--- src/rtl/ext_loader_pkg.sv ---
// ext_loader_pkg: shared types and constants for the external loader.
//   state_t        - loader session FSM states
//   WORD_STRIDE    - byte distance between consecutive memory words
//   DEF_*_DEPTH    - default instruction/data memory depths (words)
//   sat_len()      - clamps a requested word count to a memory depth
package ext_loader_pkg;

    typedef enum logic [2:0] {
        IDLE,
        LOAD_I,
        LOAD_D,
        RUN,
        DUMP_RD,
        DUMP_CAP,
        DUMP_OUT,
        FIN
    } state_t;

    localparam logic [31:0] WORD_STRIDE    = 32'd4;
    localparam int unsigned DEF_IMEM_DEPTH = 512;
    localparam int unsigned DEF_DMEM_DEPTH = 1024;

    function automatic logic [10:0] sat_len(input logic [10:0] len, input int unsigned depth);
        logic [10:0] d;
        d = depth[10:0];
        if (32'(len) > depth) return d;
        return len;
    endfunction

endpackage

--- src/rtl/ext_loader_cnt.sv ---
// ext_loader_cnt: 32-bit run down-counter.
//   clk, arst   - clock, asynchronous active-high reset (clears count)
//   i_load      - load i_load_val (has priority over decrement)
//   i_load_val  - value to load
//   i_dec       - decrement by one; holds at zero, never wraps
//   o_zero      - count is zero
module ext_loader_cnt (
    input  logic        clk,
    input  logic        arst,
    input  logic        i_load,
    input  logic [31:0] i_load_val,
    input  logic        i_dec,
    output logic        o_zero
);

    logic [31:0] r_cnt;

    always_ff @(posedge clk or posedge arst) begin
        if (arst) begin
            r_cnt <= '0;
        end else if (i_load) begin
            r_cnt <= i_load_val;
        end else if (i_dec && (r_cnt != '0)) begin
            r_cnt <= r_cnt - 32'd1;
        end
    end

    assign o_zero = (r_cnt == '0);

endmodule

--- src/rtl/ext_loader.sv ---
// ext_loader: sequences one load/run/dump session around a CPU.
//   clk, arst                 - clock, asynchronous active-high reset
//   start                     - begins a session (ignored while busy)
//   imem_len/dmem_len         - words to load into instruction/data memory
//   run_cycles                - cycles cpu_enable is held high
//   dump_len                  - data-memory words streamed back
//   s_valid/s_ready/s_data    - load-word stream in
//   m_valid/m_ready/m_data    - dump-word stream out
//   cpu_enable                - CPU enable
//   *_ext                     - instruction-memory external port
//   *_ext_2                   - data-memory external port
//   busy, done                - session in progress / one-cycle end pulse
module ext_loader
    import ext_loader_pkg::*;
#(
    parameter int unsigned DATA_W     = 32,
    parameter int unsigned IMEM_DEPTH = DEF_IMEM_DEPTH,
    parameter int unsigned DMEM_DEPTH = DEF_DMEM_DEPTH
) (
    input  logic              clk,
    input  logic              arst,
    input  logic              start,
    input  logic [9:0]        imem_len,
    input  logic [10:0]       dmem_len,
    input  logic [31:0]       run_cycles,
    input  logic [10:0]       dump_len,
    input  logic              s_valid,
    output logic              s_ready,
    input  logic [DATA_W-1:0] s_data,
    output logic              m_valid,
    input  logic              m_ready,
    output logic [DATA_W-1:0] m_data,
    output logic              cpu_enable,
    output logic [31:0]       addr_ext,
    output logic              wen_ext,
    output logic              ren_ext,
    output logic [DATA_W-1:0] wdata_ext,
    input  logic [DATA_W-1:0] rdata_ext,
    output logic [31:0]       addr_ext_2,
    output logic              wen_ext_2,
    output logic              ren_ext_2,
    output logic [DATA_W-1:0] wdata_ext_2,
    input  logic [DATA_W-1:0] rdata_ext_2,
    output logic              busy,
    output logic              done
);

    state_t            r_state;
    state_t            w_next;
    logic [10:0]       r_idx;
    logic [10:0]       r_ilen;
    logic [10:0]       r_dlen;
    logic [10:0]       r_dump;
    logic              r_run_nz;
    logic [DATA_W-1:0] r_mdata;

    logic [10:0]       w_ilen;
    logic [10:0]       w_dlen;
    logic [10:0]       w_dump;
    logic              w_run_nz;
    logic [10:0]       w_idx_nxt;
    logic [31:0]       w_addr;
    logic              w_accept;
    logic              w_idx_clr;
    logic              w_idx_inc;
    logic              w_cnt_dec;
    logic              w_cnt_zero;
    logic              w_cap;
    state_t            w_after_i;
    state_t            w_after_d;
    state_t            w_after_run;
    state_t            w_first;

    // Instruction-memory read data is never needed.
    logic w_unused;
    assign w_unused = ^rdata_ext;

    // In IDLE the lengths come straight from the (saturated) inputs so the
    // first phase can be chosen in the same cycle start is accepted.
    assign w_ilen   = (r_state == IDLE) ? sat_len({1'b0, imem_len}, IMEM_DEPTH) : r_ilen;
    assign w_dlen   = (r_state == IDLE) ? sat_len(dmem_len, DMEM_DEPTH) : r_dlen;
    assign w_dump   = (r_state == IDLE) ? sat_len(dump_len, DMEM_DEPTH) : r_dump;
    assign w_run_nz = (r_state == IDLE) ? (run_cycles != '0) : r_run_nz;

    // Phase skip chain: each entry is the first non-empty phase after it.
    assign w_after_run = (w_dump != '0) ? DUMP_RD : FIN;
    assign w_after_d   = w_run_nz ? RUN : w_after_run;
    assign w_after_i   = (w_dlen != '0) ? LOAD_D : w_after_d;
    assign w_first     = (w_ilen != '0) ? LOAD_I : w_after_i;

    assign w_accept  = (r_state == IDLE) && start;
    assign w_idx_nxt = r_idx + 11'd1;
    assign w_addr    = 32'(r_idx) * WORD_STRIDE;
    assign m_data    = r_mdata;

    // Loaded with run_cycles-1 so that RUN exits on the zero flag after
    // exactly run_cycles cycles; the wrapped value for zero is never used.
    ext_loader_cnt u_cnt (
        .clk        (clk),
        .arst       (arst),
        .i_load     (w_accept),
        .i_load_val (run_cycles - 32'd1),
        .i_dec      (w_cnt_dec),
        .o_zero     (w_cnt_zero)
    );

    always_ff @(posedge clk or posedge arst) begin
        if (arst) begin
            r_state <= IDLE;
        end else begin
            r_state <= w_next;
        end
    end

    always_ff @(posedge clk or posedge arst) begin
        if (arst) begin
            r_idx    <= '0;
            r_ilen   <= '0;
            r_dlen   <= '0;
            r_dump   <= '0;
            r_run_nz <= 1'b0;
            r_mdata  <= '0;
        end else begin
            if (w_accept) begin
                r_ilen   <= w_ilen;
                r_dlen   <= w_dlen;
                r_dump   <= w_dump;
                r_run_nz <= w_run_nz;
            end
            if (w_idx_clr) begin
                r_idx <= '0;
            end else if (w_idx_inc) begin
                r_idx <= w_idx_nxt;
            end
            if (w_cap) begin
                r_mdata <= rdata_ext_2;
            end
        end
    end

    always_comb begin
        w_next      = r_state;
        s_ready     = 1'b0;
        m_valid     = 1'b0;
        cpu_enable  = 1'b0;
        addr_ext    = '0;
        wen_ext     = 1'b0;
        ren_ext     = 1'b0;
        wdata_ext   = '0;
        addr_ext_2  = '0;
        wen_ext_2   = 1'b0;
        ren_ext_2   = 1'b0;
        wdata_ext_2 = '0;
        busy        = 1'b1;
        done        = 1'b0;
        w_idx_clr   = 1'b0;
        w_idx_inc   = 1'b0;
        w_cnt_dec   = 1'b0;
        w_cap       = 1'b0;
        case (r_state)
            IDLE: begin
                busy = 1'b0;
                if (start) begin
                    w_idx_clr = 1'b1;
                    w_next    = w_first;
                end
            end
            LOAD_I: begin
                s_ready = 1'b1;
                if (s_valid) begin
                    wen_ext   = 1'b1;
                    wdata_ext = s_data;
                    addr_ext  = w_addr;
                    if (w_idx_nxt == r_ilen) begin
                        w_idx_clr = 1'b1;
                        w_next    = w_after_i;
                    end else begin
                        w_idx_inc = 1'b1;
                    end
                end
            end
            LOAD_D: begin
                s_ready = 1'b1;
                if (s_valid) begin
                    wen_ext_2   = 1'b1;
                    wdata_ext_2 = s_data;
                    addr_ext_2  = w_addr;
                    if (w_idx_nxt == r_dlen) begin
                        w_idx_clr = 1'b1;
                        w_next    = w_after_d;
                    end else begin
                        w_idx_inc = 1'b1;
                    end
                end
            end
            RUN: begin
                cpu_enable = 1'b1;
                if (w_cnt_zero) begin
                    w_next = w_after_run;
                end else begin
                    w_cnt_dec = 1'b1;
                end
            end
            DUMP_RD: begin
                ren_ext_2  = 1'b1;
                addr_ext_2 = w_addr;
                w_next     = DUMP_CAP;
            end
            DUMP_CAP: begin
                w_cap  = 1'b1;
                w_next = DUMP_OUT;
            end
            DUMP_OUT: begin
                m_valid = 1'b1;
                if (m_ready) begin
                    if (w_idx_nxt == r_dump) begin
                        w_idx_clr = 1'b1;
                        w_next    = FIN;
                    end else begin
                        w_idx_inc = 1'b1;
                        w_next    = DUMP_RD;
                    end
                end
            end
            FIN: begin
                busy   = 1'b0;
                done   = 1'b1;
                w_next = IDLE;
            end
            default: begin
                busy   = 1'b0;
                w_next = IDLE;
            end
        endcase
    end

endmodule

--- config.mk ---
export PLATFORM = sky130hd
export DESIGN_NAME = ext_loader
export DESIGN_NICKNAME = d
export VERILOG_FILES = /design/src/rtl/ext_loader_pkg.sv /design/src/rtl/ext_loader_cnt.sv /design/src/rtl/ext_loader.sv
export SDC_FILE = /design/constraint.sdc
export NUM_CORES = 1
export LEC_CHECK = 0
export ABC_AREA = 1
export BUFFER_PORTS_ARGS = -buffer_cell sky130_fd_sc_hd__buf_2
export CAP_MARGIN = 20
export CORE_MARGIN = 5
export CORE_UTILIZATION = 53
export DETAILED_ROUTE_END_ITERATION = 16
export PLACE_DENSITY = 0.87
export SYNTH_ARGS = -nofsm -noshare
export SYNTH_HDL_FRONTEND = slang
export SYNTH_SLANG_ARGS = --single-unit
--- constraint.sdc ---
create_clock -name clk -period 9.98 [get_ports clk]
set_clock_uncertainty 0.1 [all_clocks]
set_input_delay 0.499 -clock clk [delete_from_list [all_inputs] [get_ports clk]]
set_output_delay 0.499 -clock clk [all_outputs]
set_load 0.05 [all_outputs]
Yosys cells after proc, flatten, opt, wreduce, memory -nomap -nowiden
Index checks and enable logic that the tools add are counted.
{ "word_totals": {"ff_bits": 112, "inputBits": 165, "out_inout_bits": 169} }
{ "classes": {"add_sub_neg": 3, "magnitude_cmp": 3, "n_eq_ne": 17, "mux": 63, "n_reduce_logical": 14} }
{ "ops": {"columns": ["op", "n"], "rows": [
  ["32-bit 2-to-1 mux", 5],
  ["11-bit 2-to-1 mux", 11],
  ["32-bit nonzero test", 2],
  ["32-bit by 1-bit subtractor with 32-bit output, second input constant", 2],
  ["11-bit == test", 3],
  ["11-bit nonzero test", 3],
  ["32-bit zero test", 1],
  ["3-bit 2-to-1 mux", 10],
  ["1-bit 2-to-1 mux", 29],
  ["13-bit 2-to-1 mux", 2],
  ["13-bit case mux with 2 select lines", 1],
  ["3-bit case mux with 8 select lines", 1],
  ["11-bit > comparator, second input constant", 2],
  ["3-bit == test, second input constant", 4],
  ["2-bit != test, second input constant", 6],
  ["11-bit by 1-bit adder with 11-bit output, second input constant", 1],
  ["10-bit > comparator, second input constant", 1],
  ["7-bit AND reduction", 1],
  ["3-bit by 2-bit == test with 1-bit output, second input constant", 2],
  ["2-bit 2-to-1 mux", 2],
  ["1-bit case mux with 4 select lines", 1],
  ["2-bit nonzero test", 2],
  ["2-bit OR reduction", 2],
  ["3-bit by 1-bit == test with 1-bit output, second input constant", 1],
  ["4 further kinds", 5]
]} }

Depth between registers and ports, before layout
{ "depth": {"ltp_word": 11, "depth_mapped": 20, "ltp_nobuf": 19} }

Cells and area by module
Synthesis repeated with hierarchy kept, for this count alone.
{ "hier_totals": {"cells_unflattened": 1298, "hier_area_um2": 8562.0} }
{ "modules_own_cells": {"columns": ["module", "instances", "cells_each", "area_each_um2", "seq_area_each_um2"], "rows": [
  ["ext_loader", 1, 882, 6042.0, 2001.9],
  ["ext_loader_cnt", 1, 416, 2519.9, 800.8]
]} }

Worst setup path before layout
No wires, ideal clock.
{ "synth_timing": {"kind": "register -> output", "start": "register r_state[2]", "end": "output addr_ext[10]", "arrival_ns": 2.854, "required_time_ns": 9.381, "path_slack_ns": 6.527, "stages_incl_launch_ff": 7, "cell_sequence": "dfrtp_1 > nor3_1 > inv_1 > nor2_1 > clkinv_1 > clkbuf_1 > nor2_1"} }
{ "synth_via": {"elab_chain_len": 2} }
{ "synth_lines": {"columns": ["element", "line", "text"], "rows": [
  ["start: declaration", "ext_loader.sv:48", "state_t r_state;"],
  ["start signal: assignment", "ext_loader.sv:111", "r_state <= w_next;"],
  ["3-bit by 1-bit == test with 1-bit output", "ext_loader.sv:160", "case (r_state)"],
  ["13-bit 2-to-1 mux", "ext_loader.sv:160", null],
  ["end: declaration", "ext_loader.sv:34", "output logic [31:0] addr_ext,"]
]} }
Every way passes these cells.

Worst setup path in the final report
{ "layout_timing": {"start": "register r_state[2]", "end": "output wdata_ext[9]"} }
{ "layout_via": {"elab_chain_len": 2} }
{ "layout_lines": {"columns": ["element", "line", "text"], "rows": [
  ["3-bit by 1-bit == test with 1-bit output", "ext_loader.sv:160", null],
  ["32-bit 2-to-1 mux", "ext_loader.sv:160", null],
  ["end: declaration", "ext_loader.sv:37", "output logic [DATA_W-1:0] wdata_ext,"]
]} }
Every way passes these cells.

==> impl_metrics.ini <==
[cts]
tritoncts = built
clock-sinks = 112
htreeDepth = 3
clk_pin_slew_worst_paths_ps = 80
postCtsResizedCells = 0
clk_latency_ps = 360
postCtsSetupBuffers = 0
cts.path.max_buffers = 2
cts_buffers = 9
hold_buffers = 0
root_buffer = clkbuf_16

[critical_path]
cp.required_ps = 9380
worst_path_max_delay_cell = dfrtp_1
path_max_fanout = 23
crit_top_cell = nor2_1
path_class = flip-flop to output port
max_stage_delay_ps = 520
worst_ep_arrival_time_ps = 2760
crit_path_end_kind = output port
path_cells = nor3_1 -> inv_1 -> nor2_1 -> clkinv_1 -> buf_16 -> nor2_1 -> buf_2
cp-start-kind = flip-flop

[global_route]
grt_max_degree = 75
grt_util_met1_pct = 32.6
grt_use_total_pct = 26.7
grt_pass1_wl_mm = 38.7
use_met2_pct = 46.9
grt_pass1_vias = 7892
busiest_layer = met2
overflow = 0
grtUsageMet3_pct = 5.06
antenna_found_initial = 1

[floorplan]
die_area_um2 = 17800
start_util_pct = 53.6
die_x_um = 133
rows = 45
die_h_um = 133
core_area_um2 = 15000
io_pins = 334

[placed_design]
dpl_cell_area_um2 = 9260
place_congestion = 0.922
dp_cells = 1648
portBuffers = 258
dpl.hpwl_mm = 19.3

[synthesis]
async_flop_share_pct = 100
netlist_area_um2 = 8060
synth_common_cells = 374 x nand2_1, 181 x nor2_1, 164 x inv_1, 112 x dfrtp_1, 81 x nand3_1
synthSimpleGateAreaFrac_pct = 39.3
ys_seq_area_share_pct = 34.8
ys_seq_elements = 112
yosysMostFrequentCell = nand2_1
ys_warn_count = 0
synth_fa_ha_area_share_pct = 0.311
synth_mux_area_share_pct = 0
synthTopCellsByArea = dfrtp_1 35%, nand2_1 17%, nor2_1 8.4%
syn_area_per_cell_um2 = 6.52
synth.distinct_cells = 47
synth_top_cell_by_area = dfrtp_1
synth_top_family_by_area = simple AND/OR/NAND/NOR gates
synth_top_area_share_pct = 34.8
synth_xor_area_share_pct = 1.74
synth_cells = 1236
synth_edf_count = 0
synth_compound_area_share_pct = 9.21
ys.flop_type = dfrtp_1

[power_and_ir_drop]
power.density_nw_per_um2 = 286
ir_worst_vdd_mv = 0.136
power_leakage_nw = 5.49

[timing]
finalMaxSlewViolations = 0
max_slew_margin_pct = 36.8
setup-tns-final_ps = 0
worstMarginPinSlew_ps = 947
rsz0062_at_grt = no
final-setup-viol-count = 0
hold_viol = 0
period_minus_slack_ps = 3360
fmax_mhz = 298
whs_ps = 169
fin_crit_sh_pct = 33.6

[drt]
via_per_inst = 5.11
drt-pass1-iter-count = 6
wl_per_cell_um = 14.8
ant_nets = 0
routed_wirelength_mm = 24.7
drc = 0
drt-initial-drc-count = 692
num_vias = 8508

[cells_and_area]
post-route-util_pct = 63.6
fillers = 1417
drive_gt1_share_pct = 23.4
instances_no_fill = 1665
multi_input_area_um2 = 4240
final_area_um2 = 9570
regArea_um2 = 2800
final_nets = 1639
syn_to_final_growth_pct = 18.7

[outcome]
status = completed

[job]
drv_cap = 0

[min_path]
min-delay-path-class = input pin to asynchronous set/reset pin
-- cells by family after synthesis --
| group | Yosys count |
|---|---|
| fa+ha+maj | 2 |
| compound gates | 126 |
| buf+inv | 253 |
| flops | 112 |
| other cells | 1 |
| simple gates | 726 |
| xor+xnor | 16 |
-- state kept, by name, indices dropped and copies added, names as in the netlist --
register and cells:
r_dlen 11, u_cnt.r_cnt 32, r_state 3, r_dump 11, r_run_nz 1, m_data 32, r_ilen 11, r_idx 11
-- stage by stage --
stage	setup WS (ps)	total power [mW]
6_report	6620	2.73
5_1_grt	6380	2.93
4_1_cts	6190	2.73
3_5_place_dp	6610	2.37
3_3_place_gp	6620	2.32
2_1_floorplan	6420	2.03
-- final timing paths --
check                                      from            to  slack [ps]  cells past startpoint
worst max-delay path                 r_state[2]  wdata_ext[9]        6620                      7
worst min-delay path                       arst    m_data[17]         170                      2
worst max register to register         r_idx[0]      r_idx[5]        6670                     17
worst min register to register       m_data[26]    m_data[26]         370                      2
max in group asynchronous                  arst      r_idx[9]        8400                      3
min in group clk                rdata_ext_2[17]    m_data[17]         240                      3
-- power by group --
part	switching [mW]	internal, mW
combinational	1.19	0.421
sequential	0.133	0.639
clock	0.174	0.177
total	1.50	1.24
-- metal layers --
layer | vias to the layer above | share of wire, % | wire (µm)
li1 | 4229 | - | -
met5 | - | 0 | 0
met3 | 43 | 7.2 | 1780
met1 | 3883 | 40 | 9870
met4 | 0 | 3.1 | 772
met2 | 353 | 50 | 12300
-- critical path: cells and delay by family, from the launching register on --
family | cells | cell delay, ps
flops | 1 | 520
simple gates | 3 | 570
buf+inv | 4 | 1310
-- cell type report --
class	count	share of cell area, %
multi-input cells	913	44.3
flip-flops and latches	112	29.3
repair buffers	263	14.1
inverters	173	6.84
clock buffers	10	2.50
well taps	188	2.46
clock inverters	5	0.432
diodes	1	0.0262
-- cells in the final DEF, fill, tap and decap left out, drive strengths merged --
master    Yosys  routed
clkinvlp      0       1
nand2       386     386
nand3b        3       3
o22ai         4       4
clkbuf       20      10
o21ai        94      94
and3          1       1
or2           8       8
o21bai        3       3
dfrtp       112     112
nand3        86      86
nor4         14      14
xnor2         3       3
a22oi         4       4
nor2        198     198
conb          1      43
o211ai        1       1
xor2         13      13
buf          60     263
clkinv        2       5
a31oi         5       5
nand4        19      19
a221oi        1       1
diode         0       1
nand2b        1       1
a21oi        11      11
nor3         10      10
ha            2       2
o31ai         1       1
inv         171     172
o21a          2       2
Note: power is estimated with default switching activity, not from simulation.
